## config.mk

```make
export PLATFORM = sky130hd
export DESIGN_NAME = instr_fetch_unit
export DESIGN_NICKNAME = d
export VERILOG_FILES = /design/src/rtl/ifu_pkg.sv /design/src/rtl/npc.sv /design/src/rtl/instr_fetch_unit.sv
export SDC_FILE = /design/constraint.sdc
export NUM_CORES = 1
export LEC_CHECK = 0
export CORE_MARGIN = 1
export CORE_UTILIZATION = 49
export CTS_CLUSTER_SIZE = 25
export DETAILED_ROUTE_END_ITERATION = 10
export PLACE_DENSITY = 0.81
export SLEW_MARGIN = 5
export SYNTH_ARGS = -nofsm -noshare
export SYNTH_HDL_FRONTEND = slang
export SYNTH_SLANG_ARGS = --single-unit
```

## constraint.sdc

```tcl
create_clock -name clk -period 4.4 [get_ports clk]
set_input_delay 1.1 -clock clk [delete_from_list [all_inputs] [get_ports clk]]
set_output_delay 1.1 -clock clk [all_outputs]
set_load 0.005 [all_outputs]
```

## src/rtl/ifu_pkg.sv

```systemverilog
// ============================================================================
// Module : ifu_pkg
// Brief  : Shared types and constants for the instruction fetch unit.
// Rev    : 1.0  initial release
// ============================================================================
`default_nettype none

package ifu_pkg;

    typedef enum logic [1:0] {
        IDLE  = 2'd0,
        FETCH = 2'd1,
        HOLD  = 2'd2
    } state_t;

    localparam logic [31:0] C_RESET_PC = 32'h0000_3000;

    localparam logic [5:0] C_OP_RTYPE = 6'b000000;
    localparam logic [5:0] C_OP_ORI   = 6'b001101;
    localparam logic [5:0] C_OP_LW    = 6'b100011;
    localparam logic [5:0] C_OP_SW    = 6'b101011;
    localparam logic [5:0] C_OP_BEQ   = 6'b000100;
    localparam logic [5:0] C_OP_J     = 6'b000010;

endpackage

`default_nettype wire

```

## src/rtl/npc.sv

```systemverilog
// ============================================================================
// Module : npc
// Brief  : Combinational next-PC select (jump > taken branch > pc+4).
// Rev    : 1.0  initial release
// ============================================================================
`default_nettype none

module npc (
    input  logic [31:0] i_pc,
    input  logic [25:0] i_index,
    input  logic        i_jump,
    input  logic        i_branch,
    input  logic        i_zero,
    output logic [31:0] o_npc
);

    logic [31:0] w_pc_plus4;
    logic [31:0] w_br_off;
    logic [31:0] w_br_target;
    logic [31:0] w_j_target;

    assign w_pc_plus4  = i_pc + 32'd4;
    // The branch offset field is the low 16 bits of the jump index field.
    assign w_br_off    = {{14{i_index[15]}}, i_index[15:0], 2'b00};
    assign w_br_target = w_pc_plus4 + w_br_off;
    assign w_j_target  = {w_pc_plus4[31:28], i_index, 2'b00};

    always_comb begin
        o_npc = w_pc_plus4;
        if (i_jump)
            o_npc = w_j_target;
        else if (i_branch && i_zero)
            o_npc = w_br_target;
    end

endmodule

`default_nettype wire

```

## src/rtl/instr_fetch_unit.sv

```systemverilog
// ============================================================================
// Module : instr_fetch_unit
// Brief  : Fetches one word per instruction and holds it until retired.
// Rev    : 1.0  initial release
// ============================================================================
`default_nettype none

module instr_fetch_unit
    import ifu_pkg::*;
#(
    parameter logic [31:0] RESET_PC = C_RESET_PC
) (
    input  logic        clk,
    input  logic        rst,
    output logic        imem_req,
    output logic [31:0] imem_addr,
    input  logic        imem_ack,
    input  logic [31:0] imem_rdata,
    output logic        instr_valid,
    input  logic        instr_ready,
    output logic [31:0] instr,
    output logic [5:0]  op,
    output logic [5:0]  funct,
    input  logic        jump,
    input  logic        branch,
    input  logic        zero,
    output logic [31:0] pc,
    output logic [31:0] retire_cnt
);

    state_t      r_state;
    logic        r_req;
    logic        r_valid;
    logic [31:0] r_pc;
    logic [31:0] r_instr;
    logic [31:0] r_retire_cnt;
    logic [31:0] w_npc;

    npc u_npc (
        .i_pc     (r_pc),
        .i_index  (r_instr[25:0]),
        .i_jump   (jump),
        .i_branch (branch),
        .i_zero   (zero),
        .o_npc    (w_npc)
    );

    always_ff @(posedge clk) begin
        if (rst) begin
            r_state      <= IDLE;
            r_req        <= 1'b0;
            r_valid      <= 1'b0;
            r_pc         <= {RESET_PC[31:2], 2'b00};
            r_instr      <= 32'd0;
            r_retire_cnt <= 32'd0;
        end else begin
            case (r_state)
                IDLE: begin
                    r_state <= FETCH;
                    r_req   <= 1'b1;
                end
                FETCH: begin
                    if (imem_ack) begin
                        r_instr <= imem_rdata;
                        r_valid <= 1'b1;
                        r_req   <= 1'b0;
                        r_state <= HOLD;
                    end
                end
                HOLD: begin
                    // Redirect controls only matter in the retire cycle.
                    if (instr_ready) begin
                        r_pc         <= w_npc;
                        r_retire_cnt <= r_retire_cnt + 32'd1;
                        r_valid      <= 1'b0;
                        r_req        <= 1'b1;
                        r_state      <= FETCH;
                    end
                end
                default: begin
                    r_state <= IDLE;
                    r_req   <= 1'b0;
                    r_valid <= 1'b0;
                end
            endcase
        end
    end

    assign imem_req    = r_req;
    assign imem_addr   = r_pc;
    assign instr_valid = r_valid;
    assign instr       = r_instr;
    assign op          = r_instr[31:26];
    assign funct       = r_instr[5:0];
    assign pc          = r_pc;
    assign retire_cnt  = r_retire_cnt;

endmodule

`default_nettype wire

```

==> results.tsv <==
metric	value	unit
total global-route track usage	26.7	%
minimum setup slack among reg-to-reg paths	0.40	ns
wirelength, routed	18.6	mm
endpoints failing hold	0	
vertical die dimension	118	microns
clock-pin slew on the worst setup and hold paths	0.08	ns
min-delay worst type	reg2reg	
wire length of the first global-routing pass	29.8	mm
clock tree root driver cell	sky130_fd_sc_hd__clkbuf_16	
period utilisation layout	91.0	%
number of buffers inserted for hold repair after clock tree synthesis	0	
maximum clock rate	250	MHz
share of power burned in combinational logic	13.3	%
Max rail drop VDD	0.000236	V
maximum fanout along the worst path	7	
Initial DRT Pass Iterations	5	
area of the mapped netlist	6590	sq um
DR DRC count	0	
Port Buffer Count	176	
number of flops mapped to enable cells by yosys	0	
power density relative to cell area	240	nW/um^2
number of instances in the synthesized netlist	865	
Core Region	13200	sq um
worst setup slack after placement	0.423	ns
arrival time of data at the critical path endpoint	4.26	ns
Num CTS Buffers	9	
setup TNS	0	ns
number of antenna cells inserted	0	
NumNets Final	1058	
detailed-placement wirelength estimate	13.7	mm
maximum clock insertion buffer count	2	
net switching share of the total power	27.2	%
number of vias per cell	5.52	
horizontal die dimension	118	microns
clock network power share	41.2	%
total die area	13900	sq um
CTS tree	built	
ports placed on the boundary	181	
part of the total power dissipated in sequential elements	45.5	%
number of global-route vias before repair	5945	
number of slew-limit violations in the final report	0	
number of register bits inferred by synthesis	97	
count of cells resized by post-cts repair	0	
Final Skew	0.00860	ns
startpoint class of the critical path	register	
layout cells sized above 1	4.47	%
run status	finished, final reports clean	
leading register cell type out of synthesis	sky130_fd_sc_hd__dfxtp_1	
level count of the clock H-tree	3	
antenna violations before repair	0	
async set-or-reset flop fraction in the synthesized netlist	0	%
warnings from Yosys	0	
maximum number of pins on one net before global-route repair	36	
TritonCTS Sinks	97	
slew margin rel.	33.6	%
number of antenna-violating nets in the routed design	0	
max capacitance violation total	0	
count of unique library cells instantiated by Yosys	64	
setup repair after global routing missed its margin	false	
net load switching power	0.000553	W
number of cell instances on the worst register-to-register path	15	
Worst Setup End Kind	register	
GP Congestion	0.912	
actual transition at the worst max-transition pin	0.992	ns
worst setup path category	reg2reg	
post-synthesis area per instance	7.62	sq um
count of vias placed by the detailed router	6403	
Period minus WS final	4.00	ns
DR iter-0 viols	438	
number of setup violations in the final report	0	
starting utilization of the core area	50.0	%
sequential fraction of the synthesis area	29.4	%
Placement Rows	42	
leakage power	3.28	nW
final setup slack of the worst path	0.397	ns
Critical Path RT	4.66	ns
routed len/inst	16.0	microns
total internal power	0.00148	W
number of stages on the worst hold path	2	
area growth from synthesis to layout	28.7	%
worst-skew pair later-pin latency	0.36	ns
post-CTS setup-driven buffer insertion count	0	
gr ovfl total	0	
==> power groups by stage <==
| stage | logic (W) | registers [W] | clock network (W) |
|---|---|---|---|
| after floorplan | 0.000151 | 0.000941 | 0 |
| after global placement | 0.000264 | 0.000946 | 0 |
| after detailed placement | 0.000268 | 0.000946 | 0 |
| after CTS | 0.000270 | 0.000925 | 0.000857 |
| after global routing | 0.000295 | 0.000929 | 0.000885 |
| final | 0.000271 | 0.000925 | 0.000839 |
==> critical path, cell delays in order (launching register included) <==
cell	delay, ns
sky130_fd_sc_hd__dfxtp_1	0.44
sky130_fd_sc_hd__and3_1	0.22
sky130_fd_sc_hd__and2_1	0.26
sky130_fd_sc_hd__and3_1	0.27
sky130_fd_sc_hd__nand4_1	0.13
sky130_fd_sc_hd__xnor2_1	0.17
sky130_fd_sc_hd__ha_1	0.38
sky130_fd_sc_hd__nand4_1	0.14
sky130_fd_sc_hd__o211ai_2	0.11
sky130_fd_sc_hd__or3b_1	0.38
sky130_fd_sc_hd__a211oi_1	0.24
sky130_fd_sc_hd__o21ai_1	0.15
sky130_fd_sc_hd__o211ai_2	0.19
sky130_fd_sc_hd__mux2i_1	0.23
sky130_fd_sc_hd__mux2i_1	0.23
sky130_fd_sc_hd__mux2_2	0.36
==> synth_stat cells, drive strengths merged (2+ instances only) <==
library cell  number  area (sq um)
a32oi              2          17.5
o31ai              2          28.8
mux2i              7          70.1
or2                4          25.0
or3                7          43.8
inv               17          63.8
buf               48           354
nor3              18          90.1
o211a              3          30.0
a21o              13          97.6
nand4             19           125
a31oi              5          46.3
o211ai            10          85.1
xnor2             37           324
dfxtp             97          1940
a32o               2          20.0
o311ai             2          17.5
and2               6          37.5
a2bb2oi            2          17.5
o21a               6          45.0
nand2b             2          12.5
o21bai             5          37.5
nand3             23           115
a211oi            18           153
a311oi             3          26.3
xor2              36           315
nor2b              5          31.3
o22ai              2          12.5
and4               6          52.6
a21oi             82           414
ha                38           475
and3              15          93.8
o21ai             40           200
clkbuf            38           143
a22oi              2          15.0
nor2              89           334
nand2            138           518
==> cell type report <==
| type | instances | area (sq um) |
|---|---|---|
| Timing Repair Buffer | 187 | 1840 |
| Inverter | 17 | 63.8 |
| Clock buffer | 9 | 225 |
| Clock inverter | 7 | 88.8 |
| Sequential cell | 97 | 1940 |
| Tap cell | 176 | 220 |
| Multi-Input combinational cell | 668 | 4110 |
| Fill cell | 1180 | 4710 |
==> path summary, 6_finish.rpt <==
kind / from / end
min: instr_valid$_SDFFE_PP0P_ / instr_valid$_SDFFE_PP0P_
min reg2reg: instr_valid$_SDFFE_PP0P_ / instr_valid$_SDFFE_PP0P_
max reg2reg: imem_addr[5]$_SDFFE_PP0P_ / imem_addr[31]$_SDFFE_PP0P_
max: imem_addr[5]$_SDFFE_PP0P_ / imem_addr[31]$_SDFFE_PP0P_
==> metrics by stage <==
step / total power, W / instance area [sq um] / hold WS, ns / util [%] / cells
finish: 0.00204 / 8480 / 0.457 / 64.3 / 1161
global route: 0.00211 / 8480 / 0.493 / 64.3 / 1161
CTS: 0.00205 / 8480 / 0.462 / 64.3 / 1161
detailed placement: 0.00121 / 8170 / 0.454 / 61.9 / 1145
global placement: 0.00121 / 8170 / 0.446 / 61.9 / 1145
floorplan: 0.00109 / 6610 / 0.453 / - / 868
==> state kept, by name, indices dropped and copies added, names as in the netlist <==
name and cells:
r_state 2, instr 32, instr_valid 1, imem_addr 30
retire_cnt 32
==> placed cells by master (no fill, tap or decap), types with 15 or more instances in the layout <==
| cell | instances |
|---|---|
| sky130_fd_sc_hd__a21oi_1 | 81 |
| sky130_fd_sc_hd__nor2_1 | 88 |
| sky130_fd_sc_hd__ha_1 | 38 |
| sky130_fd_sc_hd__nand4_1 | 18 |
| sky130_fd_sc_hd__a211oi_1 | 16 |
| sky130_fd_sc_hd__xor2_1 | 36 |
| sky130_fd_sc_hd__nand3_1 | 23 |
| sky130_fd_sc_hd__dfxtp_1 | 97 |
| sky130_fd_sc_hd__and3_1 | 15 |
| sky130_fd_sc_hd__nor3_1 | 18 |
| sky130_fd_sc_hd__xnor2_1 | 37 |
| sky130_fd_sc_hd__nand2_1 | 138 |
| sky130_fd_sc_hd__inv_1 | 17 |
| sky130_fd_sc_hd__o21ai_0 | 38 |
| sky130_fd_sc_hd__clkdlybuf4s50_1 | 175 |
==> logic make-up after synthesis <==
logic type / Yosys count / share of synthesized area [%]
xor gates and xnor gates: 73 / 9.70
and+or+nand+nor: 337 / 23.0
other: 1 / 0.0569
buffers and inverters: 103 / 8.50
AOI/OAI and AO/OA: 207 / 20.6
DFF: 97 / 29.4
muxes: 8 / 1.23
adders and majority gates: 39 / 7.51
==> routing by layer <==
metal	wire length (microns)	vias to the layer above	GRT usage, %
met1	8100	2951	33.7
met4	403	0	10.1
met2	8880	223	45.2
met3	1250	29	4.70
li1	-	3200	-
met5	0	-	0
(Power assumes the default switching activity.)
